--- src/rtl/ball_pkg.sv ---
// rtl/ball_pkg.sv - cell codes, direction encodings and sequencer states for the ball mover
package ball_pkg;

    localparam logic [7:0] CELL_FLOOR = 8'h00;
    localparam logic [7:0] CELL_WALL  = 8'h02;
    localparam logic [7:0] CELL_GOAL  = 8'h03;

    localparam logic [1:0] DIR_INC = 2'b10;
    localparam logic [1:0] DIR_DEC = 2'b01;

    typedef enum logic [1:0] {
        ST_IDLE   = 2'd0,
        ST_X_WAIT = 2'd1,
        ST_Y_WAIT = 2'd2
    } state_t;

endpackage

--- src/rtl/ball_move_ctrl_if.sv ---
// rtl/ball_move_ctrl_if.sv - world-map read port between the ball sequencer and the map memory
interface ball_move_ctrl_if;
    logic [8:0] wrld_col_addr;
    logic [7:0] wrld_row_addr;
    logic [7:0] wrld_loc_info;

    modport master (output wrld_col_addr, output wrld_row_addr, input wrld_loc_info);
    modport slave  (input wrld_col_addr, input wrld_row_addr, output wrld_loc_info);
endinterface

--- src/rtl/ball_axis_step.sv ---
// rtl/ball_axis_step.sv - one-axis candidate position with edge clamp (no arithmetic wrap)
module ball_axis_step
    import ball_pkg::*;
#(
    parameter int W = 9
) (
    input  logic [W-1:0] pos,
    input  logic [1:0]   dir,
    input  logic [W-1:0] max,
    output logic [W-1:0] cand,
    output logic         at_edge,
    output logic         moving
);
    always_comb begin
        moving  = (dir == DIR_INC) || (dir == DIR_DEC);
        at_edge = ((dir == DIR_INC) && (pos == max)) ||
                  ((dir == DIR_DEC) && (pos == '0));
        cand    = pos;
        // Edge test precedes the +/-1 so the candidate never wraps
        if (moving && !at_edge) begin
            if (dir == DIR_INC) cand = pos + W'(1);
            else                cand = pos - W'(1);
        end
    end
endmodule

--- src/rtl/ball_move_ctrl.sv ---
// rtl/ball_move_ctrl.sv - per-tick X then Y read/check/commit sequencer; GOAL_DETECT_EN adds sticky goal
module ball_move_ctrl
    import ball_pkg::*;
#(
    parameter int MAP_COLS    = 512,
    parameter int MAP_ROWS    = 256,
    parameter int START_X     = 1,
    parameter int START_Y     = 1,
    parameter int MAP_LATENCY = 1
) (
    input  logic              clk,
    input  logic              reset,
    input  logic              tick,
    input  logic [1:0]        x_dir,
    input  logic [1:0]        y_dir,
    ball_move_ctrl_if.master  wrld,
    output logic [8:0]        ball_x,
    output logic [7:0]        ball_y,
    output logic              busy,
    output logic [1:0]        blocked,
    output logic              tick_miss,
    output logic              goal
);
    localparam int CNT_W = (MAP_LATENCY < 2) ? 1 : $clog2(MAP_LATENCY + 1);
    localparam logic [CNT_W-1:0] LAT = CNT_W'(MAP_LATENCY);
    localparam logic [8:0] X_MAX = 9'(MAP_COLS - 1);
    localparam logic [7:0] Y_MAX = 8'(MAP_ROWS - 1);
`ifdef GOAL_DETECT_EN
    localparam bit GOAL_EN = 1'b1;
`else
    localparam bit GOAL_EN = 1'b0;
`endif

    state_t           state_q, state_d;
    logic [CNT_W-1:0] cnt_q, cnt_d;
    logic [1:0]       x_dir_q, x_dir_d, y_dir_q, y_dir_d, x_dir_sel;
    logic [8:0]       ball_x_d, col_d, cand_x;
    logic [7:0]       ball_y_d, row_d, cand_y;
    logic [1:0]       blocked_d;
    logic             miss_d, goal_d, x_edge, x_mov, y_edge, y_mov;

    // In IDLE the live direction forms the first address; afterwards the latched one
    assign x_dir_sel = (state_q == ST_IDLE) ? x_dir : x_dir_q;

    ball_axis_step #(.W(9)) u_step_x (
        .pos(ball_x), .dir(x_dir_sel), .max(X_MAX),
        .cand(cand_x), .at_edge(x_edge), .moving(x_mov)
    );

    ball_axis_step #(.W(8)) u_step_y (
        .pos(ball_y), .dir(y_dir_q), .max(Y_MAX),
        .cand(cand_y), .at_edge(y_edge), .moving(y_mov)
    );

    always_comb begin
        state_d   = state_q;
        cnt_d     = cnt_q;
        x_dir_d   = x_dir_q;
        y_dir_d   = y_dir_q;
        ball_x_d  = ball_x;
        ball_y_d  = ball_y;
        col_d     = wrld.wrld_col_addr;
        row_d     = wrld.wrld_row_addr;
        blocked_d = 2'b00;
        miss_d    = 1'b0;
        goal_d    = goal;
        case (state_q)
            ST_IDLE: begin
                if (tick && !goal) begin
                    x_dir_d = x_dir;
                    y_dir_d = y_dir;
                    col_d   = cand_x;
                    row_d   = ball_y;
                    cnt_d   = LAT;
                    state_d = ST_X_WAIT;
                end
            end
            ST_X_WAIT: begin
                miss_d = tick && !goal;
                if (cnt_q != '0) begin
                    cnt_d = cnt_q - CNT_W'(1);
                end else begin
                    if (x_edge) begin
                        blocked_d[1] = 1'b1;
                    end else if (x_mov) begin
                        if (wrld.wrld_loc_info == CELL_WALL) begin
                            blocked_d[1] = 1'b1;
                        end else begin
                            ball_x_d = cand_x;
                            if (GOAL_EN && wrld.wrld_loc_info == CELL_GOAL) goal_d = 1'b1;
                        end
                    end
                    col_d   = ball_x_d;
                    row_d   = cand_y;
                    cnt_d   = LAT;
                    state_d = ST_Y_WAIT;
                end
            end
            ST_Y_WAIT: begin
                miss_d = tick && !goal;
                if (cnt_q != '0) begin
                    cnt_d = cnt_q - CNT_W'(1);
                end else begin
                    // A goal reached on the X commit freezes the Y axis too
                    if (!goal) begin
                        if (y_edge) begin
                            blocked_d[0] = 1'b1;
                        end else if (y_mov) begin
                            if (wrld.wrld_loc_info == CELL_WALL) begin
                                blocked_d[0] = 1'b1;
                            end else begin
                                ball_y_d = cand_y;
                                if (GOAL_EN && wrld.wrld_loc_info == CELL_GOAL) goal_d = 1'b1;
                            end
                        end
                    end
                    row_d   = ball_y_d;
                    state_d = ST_IDLE;
                end
            end
            default: state_d = ST_IDLE;
        endcase
    end

    always_ff @(posedge clk or negedge reset) begin
        if (!reset) begin
            state_q            <= ST_IDLE;
            cnt_q              <= '0;
            x_dir_q            <= 2'b00;
            y_dir_q            <= 2'b00;
            ball_x             <= 9'(START_X);
            ball_y             <= 8'(START_Y);
            wrld.wrld_col_addr <= 9'(START_X);
            wrld.wrld_row_addr <= 8'(START_Y);
            busy               <= 1'b0;
            blocked            <= 2'b00;
            tick_miss          <= 1'b0;
            goal               <= 1'b0;
        end else begin
            state_q            <= state_d;
            cnt_q              <= cnt_d;
            x_dir_q            <= x_dir_d;
            y_dir_q            <= y_dir_d;
            ball_x             <= ball_x_d;
            ball_y             <= ball_y_d;
            wrld.wrld_col_addr <= col_d;
            wrld.wrld_row_addr <= row_d;
            busy               <= (state_d != ST_IDLE);
            blocked            <= blocked_d;
            tick_miss          <= miss_d;
            goal               <= goal_d;
        end
    end
endmodule

--- src/flat_wrapper.sv ---
// flat-port wrapper written by rule: the top's interface ports become plain ports
module ball_move_ctrl_flat import ball_pkg::*;
#(
    parameter int MAP_COLS    = 512,
    parameter int MAP_ROWS    = 256,
    parameter int START_X     = 1,
    parameter int START_Y     = 1,
    parameter int MAP_LATENCY = 1
)
  (clk, reset, tick, x_dir, y_dir, ball_x, ball_y, busy, blocked, tick_miss, goal, wrld_wrld_col_addr, wrld_wrld_row_addr, wrld_wrld_loc_info);
  ball_move_ctrl_if wrld_i ();
  input  logic clk;
  input  logic reset;
  input  logic tick;
  input  logic [1:0] x_dir;
  input  logic [1:0] y_dir;
  output logic [8:0] ball_x;
  output logic [7:0] ball_y;
  output logic busy;
  output logic [1:0] blocked;
  output logic tick_miss;
  output logic goal;
  output wire logic [$bits(wrld_i.wrld_col_addr)-1:0] wrld_wrld_col_addr;
  output wire logic [$bits(wrld_i.wrld_row_addr)-1:0] wrld_wrld_row_addr;
  input wire logic [$bits(wrld_i.wrld_loc_info)-1:0] wrld_wrld_loc_info;
  assign wrld_wrld_col_addr = wrld_i.wrld_col_addr;
  assign wrld_wrld_row_addr = wrld_i.wrld_row_addr;
  assign wrld_i.wrld_loc_info = wrld_wrld_loc_info;
  ball_move_ctrl #(.MAP_COLS(MAP_COLS), .MAP_ROWS(MAP_ROWS), .START_X(START_X), .START_Y(START_Y), .MAP_LATENCY(MAP_LATENCY)) u_core (.clk(clk), .reset(reset), .tick(tick), .x_dir(x_dir), .y_dir(y_dir), .wrld(wrld_i), .ball_x(ball_x), .ball_y(ball_y), .busy(busy), .blocked(blocked), .tick_miss(tick_miss), .goal(goal));
endmodule
--- config.mk ---
export PLATFORM = sky130hd
export DESIGN_NAME = ball_move_ctrl_flat
export DESIGN_NICKNAME = d
export VERILOG_FILES = /design/src/rtl/ball_pkg.sv /design/src/rtl/ball_move_ctrl_if.sv /design/src/rtl/ball_axis_step.sv /design/src/rtl/ball_move_ctrl.sv /design/src/flat_wrapper.sv
export SDC_FILE = /design/constraint.sdc
export NUM_CORES = 1
export LEC_CHECK = 0
export ABC_CLOCK_PERIOD_IN_PS = 6750
export BUFFER_PORTS_ARGS = -buffer_cell sky130_fd_sc_hd__buf_2
export CORE_MARGIN = 1.5
export CORE_UTILIZATION = 50
export CTS_CLUSTER_DIAMETER = 100
export DETAILED_ROUTE_END_ITERATION = 10
export GPL_ROUTABILITY_DRIVEN = 0
export PLACE_DENSITY = 0.73
export SYNTH_ARGS = -nofsm -noshare
export SYNTH_HDL_FRONTEND = slang
export SYNTH_SLANG_ARGS = --single-unit
export TNS_END_PERCENT = 1
--- constraint.sdc ---
create_clock -name clk -period 6.75 [get_ports clk]
set_clock_uncertainty 0.1 [all_clocks]
set_input_delay 0.3375 -clock clk [delete_from_list [all_inputs] [get_ports clk]]
set_output_delay 0.3375 -clock clk [all_outputs]
set_load 0.05 [all_outputs]
# After elaboration in Yosys (flattened, before gate mapping)
# Index checks and enable logic that the tools add are counted.
# totals
reg_bits	45
# op_classes
n_eq_ne	12
add_sub_neg	5
n_reduce_logical	25
n_bitwise	1
muxes	36
# op_table
cell	count
two-way mux 8 bit	8
two-way mux 9 bit	7
case mux 8 bit (3 select lines)	1
case mux 9 bit (2 select lines)	1
two-way mux 1 bit	13
adder 9 x 1 -> 9 bit, second input constant	1
equality test 9 bit, second input constant	1
zero test 9 bit	1
subtractor 9 x 1 -> 9 bit, second input constant	1
adder 8 x 1 -> 8 bit, second input constant	1
equality test 8 x 2 -> 1 bit, second input constant	1
equality test 8 bit, second input constant	1
zero test 8 bit	1
two-way mux 2 bit	4
AND reduction 2 bit	4
subtractor 8 x 1 -> 8 bit, second input constant	1
equality test 2 x 1 -> 1 bit, second input constant	3
equality test 2 bit, second input constant	3
logical AND 1 bit	6
!= test 2 bit, second input constant	3
case mux 2 bit (3 select lines)	1
logical OR 1 bit	4
AND reduction 4 bit	1
nonzero test 2 bit	2
8 further kinds	9

# Depth between registers and ports, before layout
# Gate-level depths: netlist (run 1).
# logic_depth
word_depth	13
depth_mapped	12

# By module
# From an unflattened synthesis (run 1), not the netlist that was laid out.
# hier_totals
cells_unflattened	355
area_unflattened_um2	3428.3
# by_module_without_submodules
module	instances	area_each_um2	cells_each
ball_move_ctrl	1	2263.4	209
ball_axis_step at u_core.u_step_x	1	599.3	77
ball_axis_step at u_core.u_step_y	1	565.5	69

# Worst setup path before layout (run 1)
# OpenSTA, ideal clock, no wires.
# synth_timing
kind	reg2reg
startpoint	register u_core.state_q[1]
endpoint	register u_core.wrld.wrld_col_addr[8]
path_stages_with_launch	13
path_slack_ns	3.742
setup_time_ns	0.077
arrival_ns	2.831
cell_sequence	dfrtp_1 -> inv_1 -> ha_1 -> mux2_2 -> ha_1 -> inv_1 -> ha_1 -> o21ai_0 -> nor3b_1 -> a311oi_1 -> nand3_1 -> xor2_1 -> o21ai_1
# synth_via
elab_chain_len	13
word_cells_on_any_way	23
cone_classes	eq/ne: 5; mux: 9; reduce/logical: 9
# synth_lines
element	line	source
start, declared	ball_move_ctrl.sv:34	state_t state_q, state_d;
start signal, assigned	ball_move_ctrl.sv:140	state_q <= state_d;
zero test 2 bit	ball_move_ctrl.sv:43, ball_move_ctrl.sv:67	
two-way mux 2 bit	ball_move_ctrl.sv:43	assign x_dir_sel = (state_q == ST_IDLE) ? x_dir : x_dir_q;
equality test 2 bit or equality test 2 x 1 -> 1 bit (tied branches)	-	
logical AND 1 bit, on equally long branches	ball_axis_step.sv:16, ball_axis_step.sv:17	
logical OR 1 bit	ball_axis_step.sv:16	at_edge = ((dir == DIR_INC) && (pos == max)) ||
zero test 1 bit	ball_axis_step.sv:20	if (moving && !at_edge) begin
logical AND 1 bit	ball_axis_step.sv:20	
two-way mux 9 bit	ball_axis_step.sv:20	
two-way mux 9 bit	ball_move_ctrl.sv:86	if (wrld.wrld_loc_info == CELL_WALL) begin
two-way mux 9 bit	ball_move_ctrl.sv:85	end else if (x_mov) begin
two-way mux 9 bit	ball_move_ctrl.sv:83	if (x_edge) begin
two-way mux 9 bit	ball_move_ctrl.sv:80	if (cnt_q != '0) begin
case mux 9 bit (2 select lines)	ball_move_ctrl.sv:67	case (state_q)
end signal, assigned	ball_move_ctrl.sv:133	wrld.wrld_col_addr <= 9'(START_X);
end signal, assigned	ball_move_ctrl.sv:146	wrld.wrld_col_addr <= col_d;
end, declared	ball_move_ctrl_if.sv:7	modport master (output wrld_col_addr, output wrld_row_addr, input wrld_loc_info);
# Parallel ways exist; a longest one is shown, timed or not. The select of a mux whose other input is x is not followed.
# A chain may end at the register's enable or synchronous reset.

# Worst setup path after layout (run 1)
# Ends and elaborated chain as after synthesis.

==> reports/qor.txt, run 1 <==
status -> complete, no violations
most frequent CP cell -> ha_1
initial antenna violation count -> 0
CTS resizes -> 0
DR iter-0 viols -> 138
die area -> 0.00660 mm²
post-route minimum period -> 3.35 ns
Final ANT Viol Nets -> 0
leading area contributor after synthesis -> dfrtp_1
PnR worst setup slack -> 3.40 ns
max-slew violations -> 0
Routed wire per std cell -> 15.8 µm
nets@finish -> 390
max frequency -> 0.299 GHz
Slew @ Worst Pin -> 0.983 ns
global-route wire length before repair -> 11.5 mm
Yosys warnings -> 0
top post-synthesis cells by area -> dfrtp_1, mux2_2, ha_1, dfstp_2, xnor2_1
ratio of cells with drive above 1 in the final layout -> 30.3%
clock sink total -> 45
Top Family by Delay on Critical Path -> adder cells
Worst R2R Setup Slack -> 3.40 ns
#FFs+latches synth -> 45
Post-Route WL -> 6.75 mm
Max clock buf depth -> 2
placed wire-length estimate -> 5.02 mm
R2R cell count -> 12
Slowest cell on crit path -> dfrtp_1
H-tree depth -> 2
post-synthesis net count -> 337
first-pass iteration count of the detailed router -> 4
TritonCTS clock tree -> yes
Post-CTS Hold Buffers -> 0
GRT Util Overall -> 22.6%
Highest Signal Layer -> met4
max-cap violation count -> 0
Top FF cell, synth -> dfrtp_1
Clk pin slew, worst setup/hold paths -> 0.09 ns
met2 WL -> 3.21 mm
crit path buf inv count -> 2
clk_lat worst skew -> 0.30 ns
Netlist cell types -> 54
row cnt -> 28
drc violations -> 0
top cells by count, synth -> dfrtp_1, mux2_2, ha_1, nor2_1, nand2_1
Buffers on Ports -> 52
critical path depth -> 12
Synth async-reset ratio -> 100%
Setup-failing EPs final -> 0
Post-Syn Area -> 0.00306 mm²
core outline area -> 0.00592 mm²
max_slew headroom -> 34.5%
cell count after synthesis -> 299
root buf cell -> clkbuf_8
IO Pins -> 54
Tcrit/Tclk final -> 49.6%
Vias/cell -> 5.86
Yosys top cell area share -> 33.5%
Area Overhead vs Synth -> 13.9%
Final Hold Viols -> 0
CP Class -> reg2reg
WL met3 -> 372 µm
sequential-to-total area share from yosys stat -> 37.0%
largest net degree at the start of global routing -> 46
ant diodes -> 0
critical-path cell list -> inv_1, ha_1, mux2_2, ha_1, inv_1, ha_1, o21ai_0, nor3b_1, a311oi_1, nand3_1, xor2_1, o21ai_1
fin util -> 58.9%
Starting Density -> 51.7%
Die Wd -> 81.2 µm
CP arrival -> 3.42 ns
routed via count -> 2510
CP required -> 6.82 ns
min-delay worst type -> in2async
Post-synth EDFFs -> 0
Largest stage delay, worst path -> 0.43 ns
dpl ws -> 3.44 ns
Critical Path Sink Type -> flip-flop
cts bufs inserted -> 5
average cell area after synthesis -> 10.2 µm²
vias in the first global route -> 2489
Filler cells -> 521
unrepaired setup endpoints after global routing -> false
top-count cell post-synth -> dfrtp_1
crit start category -> flip-flop
setup TNS -> 0 ns
crit-path max FO -> 9
M1 WL -> 3.08 mm
Congestion Overflow GR -> 0
Post CTS Setup Buffer Count -> 0
die height -> 81.2 µm
## stage by stage
| stage | std cells | hold WS [ns] | instance area (µm²) |
|---|---|---|---|
| 4_1_cts | 428 | 0.139 | 3490 |
| 3_3_place_gp | 420 | 0.358 | 3380 |
| 6_report | 428 | 0.0846 | 3490 |
| 2_1_floorplan | 299 | -0.0581 | 3060 |
| 5_1_grt | 428 | 0.168 | 3490 |
| 3_5_place_dp | 420 | 0.359 | 3380 |
## per-layer routing
metal | GRT usage [%] | vias to the layer above
li1 | - | 1217
met1 | 29.1 | 1197
met2 | 38.9 | 87
met3 | 4.16 | 9
met4 | 6.21 | 0
met5 | 0 | -
## sequential cells by signal, summed over array words and instances (netlist names)
signal	cells
u_core.busy	1
u_core.wrld.wrld_col_addr	9
u_core.tick_miss	1
u_core.cnt_q	1
u_core.ball_x	9
u_core.y_dir_q	2
u_core.blocked	2
u_core.wrld.wrld_row_addr	8
u_core.state_q	2
u_core.ball_y	8
u_core.x_dir_q	2
## logic make-up after synthesis
| logic type | after synthesis | synth area share (%) |
|---|---|---|
| other cells | 1 | 0.123 |
| simple gates | 88 | 16.4 |
| xor+xnor | 18 | 5.15 |
| buf+inv | 23 | 3.19 |
| compound gates | 63 | 14.6 |
| fa+ha+maj | 23 | 9.89 |
| flops | 45 | 37.0 |
| mux | 38 | 13.7 |
## cell type report
class	instances	area, µm²	area share [%]
multi-input cells	231	1830	52.5
flip-flops and latches	45	1130	32.4
repair buffers	53	268	7.68
clock buffers	7	96.3	2.76
well taps	75	93.8	2.69
inverters	16	60.1	1.72
clock inverters	1	5.00	0.144
## final timing paths
kind / startpoint / endpoint
max in group asynchronous: reset / u_core.ball_x[2]
worst min register to register: u_core.wrld.wrld_col_addr[0] / u_core.wrld.wrld_col_addr[0]
worst max-delay path: u_core.state_q[1] / u_core.wrld.wrld_col_addr[8]
min in group clk: y_dir[0] / u_core.y_dir_q[0]
worst max register to register: u_core.state_q[1] / u_core.wrld.wrld_col_addr[8]
worst min-delay path: reset / u_core.ball_y[2]
## placed cells by master, fill, tap and decap left out, types with 2 or more instances in the layout
cell	instances
buf_2	52
dfrtp_1	41
mux2_2	30
nor2_1	21
ha_1	21
nand2_1	20
inv_1	16
o21ai_0	11
xnor2_1	10
a21oi_1	8
mux2i_1	8
nand3_1	8
xor2_1	8
o21ai_1	8
nor3_1	7
a211oi_1	7
clkbuf_8	7
nor4_1	5
a221oi_1	5
dfstp_2	4
nand4_1	3
a31oi_1	3
o2111ai_1	3
or3_1	3
o211ai_1	3
nor2b_1	2
and2_1	2
and4b_1	2
nor3_2	2
nand3b_1	2
o221ai_1	2
or3b_2	2
nor3b_1	2
a21o_1	2
o21bai_1	2
fa_1	2
Power of run 1 is left out: the tool's default activity adds up to more than one toggle a clock period on the data nets, which glitch-free logic cannot reach.
==> run 2, diff against run 1 <==
- ABC_CLOCK_PERIOD_IN_PS: 6750 -> 3050
- PLACE_DENSITY: 0.73 -> 0.75
- clock period: 6.75 -> 3.05 ns (I/O delays scaled with it)
==> run 2 against run 1 <==
Utilization grew 4.0 points. Die area is the same. Final cell count is 3.7% higher. Flip-flop and latch count unchanged. Sequential share of layout area down 2.1 points. Global-route usage increased by 0.52 points. First-iteration DRC count up 28%. Cell area up 6.9%. Routed wire length up 8.4%. Critical path type unchanged.
==> reports/qor.txt, run 2 (synthesis gave the netlist of run 1 again) <==
status -> complete, no violations
Critical Path Sink Type -> flip-flop
Starting Density -> 51.7% (unchanged)
max-slew violations -> 0 (unchanged)
max frequency -> 0.340 GHz (+14%)
min-delay worst type -> in2reg
CP arrival -> 3.02 ns (-0.40 ns)
Inst Count DP -> 428 (+1.9%)
largest net degree at the start of global routing -> 46 (unchanged)
Vias/cell -> 5.82 (-0.84%)
CP required -> 3.12 ns (-3.70 ns)
GRT Util Overall -> 23.1% (+0.52 points)
Buffers on Ports -> 52 (unchanged)
Max clock buf depth -> 2 (unchanged)
hold_ws -> 0.324 ns (+0.239 ns)
final instance area -> 0.00372 mm² (+6.9%)
global-route wire length before repair -> 11.7 mm (+2.3%)
drc violations -> 0 (unchanged)
ant diodes -> 0 (unchanged)
first-pass iteration count of the detailed router -> 4 (unchanged)
post-route minimum period -> 2.94 ns (-0.406 ns)
commonest non-fill, non-tap cell in the layout -> buf_2
root buf cell -> clkbuf_8
vias in the first global route -> 2434 (-2.2%)
clk_lat worst skew -> 0.31 ns (about the same)
core outline area -> 0.00592 mm² (unchanged)
max_slew headroom -> 34.6% (+0.11 points)
DR iter-0 viols -> 177 (+28%)
biggest regs -> u_core.ball_x: 9 flops, u_core.wrld.wrld_col_addr: 9 flops
crit path buf inv count -> 3 (+1)
initial antenna violation count -> 0 (unchanged)
H-tree depth -> 2 (unchanged)
max-cap violation count -> 0 (unchanged)
routed via count -> 2582 (+2.9%)
Largest stage delay, worst path -> 0.43 ns (about the same)
Clk pin slew, worst setup/hold paths -> 0.08 ns (about the same)
ratio of cells with drive above 1 in the final layout -> 35.8% (+5.5 points)
Layout Cells excl Fill -> 444 (+3.7%)
Final Hold Viols -> 0 (unchanged)
CP Class -> reg2reg
Slowest cell on crit path -> dfrtp_1
Area Overhead vs Synth -> 21.7%
placed wire-length estimate -> 5.16 mm (+2.7%)
Routed wire per std cell -> 16.5 µm (+4.5%)
crit-path max FO -> 6 (-3)
die height -> 81.2 µm (unchanged)
TritonCTS clock tree -> yes
Top Family by Delay on Critical Path -> adder cells
die area -> 0.00660 mm² (unchanged)
row cnt -> 28 (unchanged)
Final ANT Viol Nets -> 0 (unchanged)
cts bufs inserted -> 5 (unchanged)
clock sink total -> 45 (unchanged)
Die Wd -> 81.2 µm (unchanged)
IO Pins -> 54 (unchanged)
unrepaired setup endpoints after global routing -> true
Post-DP Area -> 0.00344 mm² (+1.8%)
Post-Route WL -> 7.31 mm (+8.4%)
nets@finish -> 406 (+4.1%)
most frequent cells in the layout -> buf_2, dfrtp_1, mux2_2, nor2_1, nand2_1
critical-path cell list -> inv_2, ha_4, mux2_2, ha_2, inv_4, buf_6, fa_2, a21oi_2, o211ai_1, mux2i_1, nand3_1, xor2_1, o21ai_1
Slew @ Worst Pin -> 0.981 ns (-0.00163 ns)
Tcrit/Tclk final -> 96.5% (+47 points)
Setup-failing EPs final -> 0 (unchanged)
crit start category -> flip-flop
Congestion Overflow GR -> 0 (unchanged)
run 2: timing repair:
item                                   in CTS  in global routing
pin swaps                                   1                  6
setup endpoints to repair                   2                 11
hold buffers                                6                  0
buffers inserted                            0                  2
endpoints found under the hold margin      46                  0
gates resized for setup                     1                 20
run 2: worst reg2reg max path, cell delays in order (launching register included):
cell and delay (ns):
dfrtp_1 0.43, inv_2 0.11, ha_4 0.17, mux2_2 0.35, ha_2 0.21, inv_4 0.08
buf_6 0.14, fa_2 0.25, a21oi_2 0.08, o211ai_1 0.31, mux2i_1 0.28, nand3_1 0.11
xor2_1 0.15, o21ai_1 0.07
run 2: through the flow:
step / setup slack [ns] / utilization (%) / setup TNS, ns
floorplan: 0.0422 / - / 0
global placement: -0.0362 / 58.2 / -0.0362
detailed placement: -0.0503 / 58.2 / -0.0596
CTS: 0.00402 / 61.3 / 0
global route: -0.0625 / 62.9 / -0.0661
finish: 0.108 / 62.9 / 0
run 2: layout make-up:
class                           instances  area (µm²)
Clock inverter                          2        37.5
Inverter                               16        62.6
Multi-Input combinational cell        231        1910
Clock buffer                            6        82.6
Fill cell                             494        2200
Sequential cell                        45        1130
Tap cell                               75        93.8
Timing Repair Buffer                   69         407
run 2: final timing paths:
kind / depth (start not counted) / slack, ns / to / startpoint
setup / recovery: 13 / 0.11 / u_core.wrld.wrld_col_addr[8] / u_core.state_q[0]
hold / removal: 6 / 0.32 / u_core.blocked[1] / wrld_wrld_loc_info[6]
setup reg to reg: 13 / 0.11 / u_core.wrld.wrld_col_addr[8] / u_core.state_q[0]
hold reg to reg: 2 / 0.37 / u_core.wrld.wrld_col_addr[0] / u_core.wrld.wrld_col_addr[0]
max in group asynchronous: 2 / 1.80 / u_core.ball_x[6] / reset
min in group asynchronous: 2 / 0.43 / u_core.ball_y[5] / reset
run 2: metal layers:
layer | part of all wire (%) | global-route usage (%)
met4 | 2.2 | 7.76
met3 | 4.6 | 3.37
met2 | 49 | 38.9
met5 | 0 | 0
met1 | 44 | 30.5
Power of run 2 is left out for the same reason.
==> run 3, diff against run 2 <==
- BUFFER_PORTS_ARGS: -buffer_cell sky130_fd_sc_hd__buf_2 -> -buffer_cell sky130_fd_sc_hd__buf_4
==> run 3 against run 2 <==
Via count grew 1.0%. Critical endpoint is now u_core.wrld.wrld_row_addr[6]. Die area is the same. Maximum frequency grew 0.62%. Cell area grew 5.3%. Worst setup slack gained 0.018 ns.
==> reports/qor.txt, run 3 (synthesis gave the netlist of run 1 again) <==
sequential cell area -> 0.00113 mm² (unchanged)
Filler cells -> 489 (-1.0%)
Slew @ Worst Pin -> 0.612 ns (-0.369 ns)
unrepaired setup endpoints after global routing -> true
Slowest cell on crit path -> or3b_2
commonest non-fill, non-tap cell in the layout -> buf_4
vias in the first global route -> 2496 (+2.5%)
Tcrit/Tclk final -> 95.9% (-0.60 points)
ant diodes -> 0 (unchanged)
post-route minimum period -> 2.92 ns (-0.0183 ns)
Area Overhead vs Synth -> 28.2%
Buffers on Ports -> 52 (unchanged)
Vias/cell -> 5.80 (-0.30%)
crit-path max FO -> 5 (-1)
max-slew violations -> 0 (unchanged)
min-delay worst type -> in2reg
PnR worst setup slack -> 0.126 ns (+0.0183 ns)
Starting Density -> 51.7% (unchanged)
initial antenna violation count -> 0 (unchanged)
core outline area -> 0.00592 mm² (unchanged)
Die Wd -> 81.2 µm (unchanged)
largest net degree at the start of global routing -> 46 (unchanged)
nets@finish -> 412 (+1.5%)
Post-Route WL -> 7.48 mm (+2.2%)
global-route wire length before repair -> 12.1 mm (+3.4%)
Clk pin slew, worst setup/hold paths -> 0.08 ns (about the same)
crit start category -> flip-flop
CP required -> 3.13 ns (about the same)
fin util -> 66.3% (+3.4 points)
DR iter-0 viols -> 110 (-38%)
max frequency -> 0.342 GHz (+0.62%)
routed via count -> 2609 (+1.0%)
Top Family by Delay on Critical Path -> simple AND/OR/NAND/NOR gates
setup TNS -> 0 ns (unchanged)
biggest regs -> u_core.ball_x: 9 flops, u_core.wrld.wrld_col_addr: 9 flops
Max clock buf depth -> 2 (unchanged)
clock sink total -> 45 (unchanged)
clk_lat worst skew -> 0.29 ns (-0.02 ns)
most frequent cells in the layout -> buf_4, dfrtp_1, mux2_2, nor2_1, nand2_1
critical-path cell list -> ha_1, inv_1, buf_4, ha_1, or3b_2, o221ai_1, or3b_2, mux2_2, a221oi_2, a211oi_1
first-pass iteration count of the detailed router -> 4 (unchanged)
Critical Path Sink Type -> flip-flop
IO Pins -> 54 (unchanged)
Routed wire per std cell -> 16.6 µm (+0.87%)
Setup-failing EPs final -> 0 (unchanged)
CP arrival -> 3.00 ns (-0.02 ns)
root buf cell -> clkbuf_8
die area -> 0.00660 mm² (unchanged)
area of the multi-input gates -> 0.00193 mm² (+0.98%)
dpl ws -> -0.0408 ns (+0.00955 ns)
TritonCTS clock tree -> yes
ratio of cells with drive above 1 in the final layout -> 36.8% (+1.0 points)
Largest stage delay, worst path -> 0.51 ns (+0.08 ns)
max_slew headroom -> 59.2% (+25 points)
drc violations -> 0 (unchanged)
GRT Util Overall -> 24.3% (+1.1 points)
hold_ws -> 0.0133 ns (-0.310 ns)
cts bufs inserted -> 5 (unchanged)
Final Hold Viols -> 0 (unchanged)
CP Class -> reg2reg
Final ANT Viol Nets -> 0 (unchanged)
max-cap violation count -> 0 (unchanged)
die height -> 81.2 µm (unchanged)
H-tree depth -> 2 (unchanged)
Congestion Overflow GR -> 0 (unchanged)
placed wire-length estimate -> 5.41 mm (+4.8%)
row cnt -> 28 (unchanged)
status -> complete, no violations
crit path buf inv count -> 2 (-1)
==> run 3: cell type report <==
cell class | count | area share, %
clock buffer | 5 | 1.75
clock inverter | 3 | 1.66
inverter | 16 | 1.59
multi-input combinational | 231 | 49.2
sequential | 45 | 28.8
tap | 75 | 2.39
timing repair buffer | 75 | 14.6
==> run 3: per-stage QoR <==
stage / area [µm²] / cells
after floorplan: 3060 / 299
after global placement: 3630 / 436
after detailed placement: 3630 / 436
after CTS: 3830 / 449
after global routing: 3920 / 450
final: 3920 / 450
==> run 3: repair_timing <==
| item | 4_1_cts | 5_1_grt |
|---|---|---|
| hold buffers | 3 | 1 |
| pin swaps | 1 | 2 |
| buffers inserted | 2 | 0 |
| hold endpoints to repair | 43 | 1 |
| endpoints found under the setup margin | 3 | 9 |
| gates resized for setup | 4 | 14 |
==> run 3: path summary, 6_finish.rpt <==
kind	startpoint	to	slack [ns]	cells after the start
setup / recovery	u_core.y_dir_q[1]	u_core.wrld.wrld_row_addr[6]	0.13	10
hold / removal	x_dir[1]	u_core.x_dir_q[1]	0.01	2
setup reg to reg	u_core.y_dir_q[1]	u_core.wrld.wrld_row_addr[6]	0.13	10
hold reg to reg	u_core.wrld.wrld_col_addr[0]	u_core.wrld.wrld_col_addr[0]	0.36	2
max in group asynchronous	reset	u_core.ball_x[0]	2.18	2
min in group asynchronous	reset	u_core.ball_y[4]	0.28	2
==> run 3: metal layers <==
metal | global-route usage, % | wire [µm]
met1 | 31.9 | 3290
met2 | 40.5 | 3710
met3 | 3.93 | 311
met4 | 8.45 | 169
met5 | 0 | 0
==> run 3: worst register-to-register path: stages (launching register included) <==
cell      delay (ns)
dfrtp_1         0.42
ha_1            0.22
inv_1           0.17
buf_4           0.17
ha_1            0.27
or3b_2          0.22
o221ai_1        0.10
or3b_2          0.51
mux2_2          0.30
a221oi_2        0.27
a211oi_1        0.06
Power of run 3 is left out for the same reason.
